--- config.mk ---
export PLATFORM = sky130hd
export DESIGN_NAME = mem_arbiter
export DESIGN_NICKNAME = d
export VERILOG_FILES = /design/src/rtl/mem_arbiter.sv
export SDC_FILE = /design/constraint.sdc
export NUM_CORES = 1
export LEC_CHECK = 0
export CAP_MARGIN = 15
export CORE_UTILIZATION = 35
export DETAILED_ROUTE_END_ITERATION = 10
export HOLD_SLACK_MARGIN = 0.1
export PLACE_DENSITY = 0.9
export SLEW_MARGIN = 0
export SYNTH_ARGS = -nofsm -noshare
export SYNTH_HDL_FRONTEND = slang
export SYNTH_SLANG_ARGS = --single-unit
--- constraint.sdc ---
create_clock -name clk -period 1.3 [get_ports clk]
set_input_delay 0.26 -clock clk [delete_from_list [all_inputs] [get_ports clk]]
set_output_delay 0.26 -clock clk [all_outputs]
set_load 0.02 [all_outputs]
--- src/rtl/mem_arbiter.sv ---
// mem_arbiter -- single-port memory arbiter for the shared memory bus.
//
// CHANNELS requesters (0 = instruction fetch, 1 = load/store, rest spare)
// compete for one memory port through valid/ready handshakes. The accepted
// request is registered onto mem_*. Every access, read or write, returns one
// response LATENCY+1 cycles after acceptance. Responses come back in order and
// are tagged to the issuing channel.
//
// Ports:
//   clk, rst_n            clock, asynchronous active-low reset
//   req_valid/ready/we    per-channel handshake and write enable (ready is combinational)
//   req_addr, req_wdata   flat buses, channel i at [i*W +: W]
//   rsp_valid, rsp_rdata  one-cycle response strobe and shared read data
//   mem_en/we/addr/wdata  registered memory command
//   mem_rdata             memory read data, valid LATENCY cycles after mem_en
//
// Build option: define MEM_ARBITER_ROUND_ROBIN_EN to get round-robin
// arbitration. Without it the arbiter uses fixed priority, where the
// lowest-index valid channel wins.

module mem_arbiter #(
  parameter int ADDR_W   = 32,
  parameter int DATA_W   = 32,
  parameter int CHANNELS = 2,
  parameter int LATENCY  = 1
) (
  input  logic                       clk,
  input  logic                       rst_n,
  input  logic [CHANNELS-1:0]        req_valid,
  output logic [CHANNELS-1:0]        req_ready,
  input  logic [CHANNELS-1:0]        req_we,
  input  logic [CHANNELS*ADDR_W-1:0] req_addr,
  input  logic [CHANNELS*DATA_W-1:0] req_wdata,
  output logic [CHANNELS-1:0]        rsp_valid,
  output logic [DATA_W-1:0]          rsp_rdata,
  output logic                       mem_en,
  output logic                       mem_we,
  output logic [ADDR_W-1:0]          mem_addr,
  output logic [DATA_W-1:0]          mem_wdata,
  input  logic [DATA_W-1:0]          mem_rdata
);

  localparam int IDW = $clog2(CHANNELS);

  typedef struct packed {
    logic           vld;
    logic [IDW-1:0] id;
    logic           we;
  } tag_t;

  logic [CHANNELS-1:0][ADDR_W-1:0] addr_a;
  logic [CHANNELS-1:0][DATA_W-1:0] wdata_a;

  for (genvar g = 0; g < CHANNELS; g++) begin : g_unpack
    assign addr_a[g]  = req_addr[g*ADDR_W +: ADDR_W];
    assign wdata_a[g] = req_wdata[g*DATA_W +: DATA_W];
  end

  logic [CHANNELS-1:0] gnt;
  logic [IDW-1:0]      gnt_id;
  logic                xfer;

  logic                mem_en_q, mem_we_q;
  logic [ADDR_W-1:0]   mem_addr_q;
  logic [DATA_W-1:0]   mem_wdata_q;
  tag_t                tag_q [LATENCY:0];

`ifdef MEM_ARBITER_ROUND_ROBIN_EN
  logic [IDW-1:0] ptr_q;

  // The search starts one past the last granted channel. Because the pointer
  // resets to CHANNELS-1, channel 0 gets the first grant after reset.
  always_comb begin
    logic [IDW-1:0] cand;
    logic           found;
    gnt_id = '0;
    found  = 1'b0;
    cand   = '0;
    for (int off = 1; off <= CHANNELS; off++) begin
      cand = IDW'((int'(ptr_q) + off) % CHANNELS);
      if (!found && req_valid[cand]) begin
        found  = 1'b1;
        gnt_id = cand;
      end
    end
    gnt = '0;
    if (found && rst_n) gnt[gnt_id] = 1'b1;
  end

  always_ff @(posedge clk or negedge rst_n) begin
    if (!rst_n)    ptr_q <= IDW'(CHANNELS - 1);
    else if (xfer) ptr_q <= gnt_id;
  end
`else
  always_comb begin
    logic found;
    gnt_id = '0;
    found  = 1'b0;
    for (int i = 0; i < CHANNELS; i++) begin
      if (!found && req_valid[i]) begin
        found  = 1'b1;
        gnt_id = IDW'(i);
      end
    end
    gnt = '0;
    if (found && rst_n) gnt[gnt_id] = 1'b1;
  end
`endif

  assign req_ready = gnt;
  assign xfer      = |gnt;

  // Memory command register and tag pipeline. tag_q[0] is loaded when the
  // request is accepted. tag_q[LATENCY] lines up with mem_rdata for that access.
  always_ff @(posedge clk or negedge rst_n) begin
    if (!rst_n) begin
      mem_en_q    <= 1'b0;
      mem_we_q    <= 1'b0;
      mem_addr_q  <= '0;
      mem_wdata_q <= '0;
      for (int k = 0; k <= LATENCY; k++) tag_q[k] <= '0;
    end else begin
      mem_en_q <= xfer;
      mem_we_q <= xfer & req_we[gnt_id];
      if (xfer) begin
        mem_addr_q  <= addr_a[gnt_id];
        mem_wdata_q <= wdata_a[gnt_id];
      end
      tag_q[0] <= '{vld: xfer, id: gnt_id, we: req_we[gnt_id]};
      for (int k = 1; k <= LATENCY; k++) tag_q[k] <= tag_q[k-1];
    end
  end

  assign mem_en    = mem_en_q;
  assign mem_we    = mem_we_q;
  assign mem_addr  = mem_addr_q;
  assign mem_wdata = mem_wdata_q;

  // Write responses return zero data. rsp_rdata is also zero when no
  // response is being delivered.
  always_comb begin
    rsp_valid = '0;
    rsp_rdata = '0;
    if (tag_q[LATENCY].vld) begin
      rsp_valid[tag_q[LATENCY].id] = 1'b1;
      if (!tag_q[LATENCY].we) rsp_rdata = mem_rdata;
    end
  end

endmodule

==> results.yml <==
drt:
  vias_per_cell: 5.29
  wl_met3_mm: 1.07
  postRouteAntennaNets: 0
  dr.pass1.iters: 5
  wl_mm: 14.0
  wl_met1_mm: 4.91
  drt_iter0_markers: 247
  routed.top_layer: "met5"
  vias: 4330
  route.met2.wl_mm: 7.58
  route.detailed.drc: 0
  routedWlPerCell_um: 17.1
synth:
  synth_commonest_cells: "o22ai_1, dfrtp_1, nand2b_1, nor2_1, and2_1"
  synth-seq-area-share_pct: 47.6
  yosys.area.top_type: "dfrtp_1"
  synth_enable_flop_cells: 0
  synthFlopType: "dfrtp_1"
  avgSynthCellArea_um2: 9.06
  yosysUniqueCellTypes: 14
  syn_nets: 578
  yosysMostFrequentCell: "o22ai_1"
  netlist_top_cells_area: "dfrtp_1, o22ai_1, nand2b_1"
  ys_warn_count: 0
  syn_inst: 412
  yosys_register_bits: 71
  netlist_area_um2: 3730
  async_reset_ff_share_pct: 100
  synth_top_area_share_pct: 47.6
placement:
  gp_congestion: 0.799
  port_buffers: 267
  placed_cell_area_um2: 6540
  dp_hpwl_mm: 9.97
critical_path:
  reg2reg_depth: 3
  cp-start-kind: "register"
  critical_path_class: "register to output port"
  reg2reg_slack_ns: 0.46
  crit-reg2reg-capture: "mem_addr[21]"
  required_ns: 1.04
  crit_top_cell: "buf_6"
  r2r_start: "mem_addr[21]"
  worstPathArrival_ns: 1.41
  slowest_stage: "dfrtp_1"
  cpPeakStageDelay_ns: 0.40
  critPathCaptureType: "output port"
  crit_chain: "nor2b_4, buf_6, buf_16, and2_4, buf_6"
  critPathMaxFanout: 8
pwr:
  p_per_area_nw_per_um2: 1050
  p_leak_uw: 0.00285
  ir_drop_v: 0.000690
  power.total_uw: 7200
layout:
  final_area_um2: 6840
  fillerInstances: 826
  drive_gt1_share_pct: 26.4
  utilization_pct: 66.3
  diodes: 0
  nNetsFinal: 843
  area.growth.synth_to_final_pct: 83.3
global_route:
  grt_pass1_wl_mm: 21.8
  grt_max_degree: 91
  overflow: 0
  track_usage_pct: 25.2
  antenna_found_initial: 1
  grt_pass1_vias: 4293
timing:
  skew_ns: 0.00273
  finalHoldViolations: 14
  setup_viol: 34
  relSlewSlack_pct: 66.6
  maxSlewViolCount: 0
  fin_crit_ns: 1.67
  fmax_mhz: 599
  rsz0062_at_grt: "true"
  min_period_over_period_pct: 128
  tightest_slew_ns: 0.501
  timing.hold.ws_ns: -0.00900
  worst_slack_ns: -0.368
run_status:
  violations: "negative hold slack, negative setup slack"
  status: "finished, violations left"
floorplanning:
  fp.dieArea_um2: 11100
  num_io_pins: 268
  fp.dieH_um: 105
  fp.dieW_um: 105
  initial_core_util_pct: 36.2
  coreArea_um2: 10300
  rows: 37
cts:
  clockBufferDepth: 2
  clock_sinks: 71
  h-tree-depth: 3
  clock_latency_ns: 0.33
  tritoncts: "built"
  clkTransAtPathRegs_ns: 0.08
  numCtsBuffers: 9
  cts_root_buf: "clkbuf_8"
  ctsHoldBuffers: 2
hold_path:
  hp-class: "input port to asynchronous set/reset pin"
job:
  maxCapViolations: 0
[kinds of logic after synthesis]
kind of cell,after synthesis,share of synthesized area [%]
buffers and inverters,40,6.57
AO/OA/AOI/OAI,129,21.6
flip-flops,71,47.6
AND/OR/NAND/NOR,172,24.2
[placed cells by master, fill, tap and decap left out, drive strengths merged]
master / netlist / final
clkdlybuf4s50: 0 / 162
o22ai: 128 / 128
buf: 30 / 101
dfrtp: 71 / 71
nand2b: 65 / 65
nor2: 64 / 64
and2: 35 / 35
clkdlybuf4s15: 0 / 21
clkbuf: 8 / 15
nand2: 5 / 5
inv: 2 / 2
clkinvlp: 0 / 2
bufinv: 0 / 2
dlygate4sd3: 0 / 2
dlygate4sd2: 0 / 2
nor2b: 2 / 2
or2: 1 / 1
a21boi: 1 / 1
clkinv: 0 / 1
[routing by layer]
layer,vias to the layer above,track usage (%)
li1,2007,-
met1,2072,26.3
met2,211,47.0
met3,38,6.99
met4,2,10.4
met5,-,0
[per-stage QoR]
stage	std cells	TNS (ns)	hold slack, ns	worst slack (ns)
CTS	817	-12.16	-0.0272	-0.386
finish	818	-11.38	-0.00900	-0.368
detailed placement	794	-53.54	0.337	-0.679
global placement	794	-49.10	0.343	-0.654
floorplan	412	0	-0.0356	0.0322
global route	818	-13.58	-0.0171	-0.438
[final cells by class]
cell class	count	area (um2)	share of cell area, %
multi-input cells	301	1810	26.5
clock inverters	5	80.1	1.17
inverters	2	7.51	0.110
clock buffers	11	151	2.21
flip-flops and latches	71	1780	26.0
well taps	136	170	2.49
repair buffers	292	2840	41.5
[timing repair]
action / CTS / global route
endpoints found under the hold margin: 71 / 54
buffers inserted: 2 / 2
setup endpoints to repair: 168 / 81
pin swaps: 22 / 10
resized for setup: 449 / 47
cloned: 3 / 0
[flip-flops by register name, indices dropped and copies added (netlist names)]
register,cells
mem_addr,32
tag_q,6
mem_we,1
mem_wdata,32
[how the worst max path moves through the flow]
stage / startpoint / endpoint / slack, ns / depth (start not counted)
after CTS: tag_q[3] / rsp_rdata[31] / -0.39 / 5
after global routing: tag_q[3] / rsp_rdata[10] / -0.44 / 5
after detailed placement: req_valid[0] / req_ready[1] / -0.68 / 5
after global placement: req_valid[0] / req_ready[1] / -0.65 / 5
final: tag_q[3] / rsp_rdata[10] / -0.37 / 5
after floorplan: tag_q[5] / rsp_rdata[0] / 0.03 / 3
[critical path: cells and delay by family (launching register included)]
kind,cells,cell delay [ns]
simple gates,2,0.30
flops,1,0.40
buf+inv,3,0.38
[where the power goes]
group | leakage [uW] | switching, uW | internal, uW | total, uW
Sequential | 0.000809 | 243 | 2510 | 2760
Clock | 0.000112 | 835 | 1180 | 2020
Combinational | 0.00193 | 1170 | 1250 | 2420
Note: power is estimated with default switching activity, not from simulation.
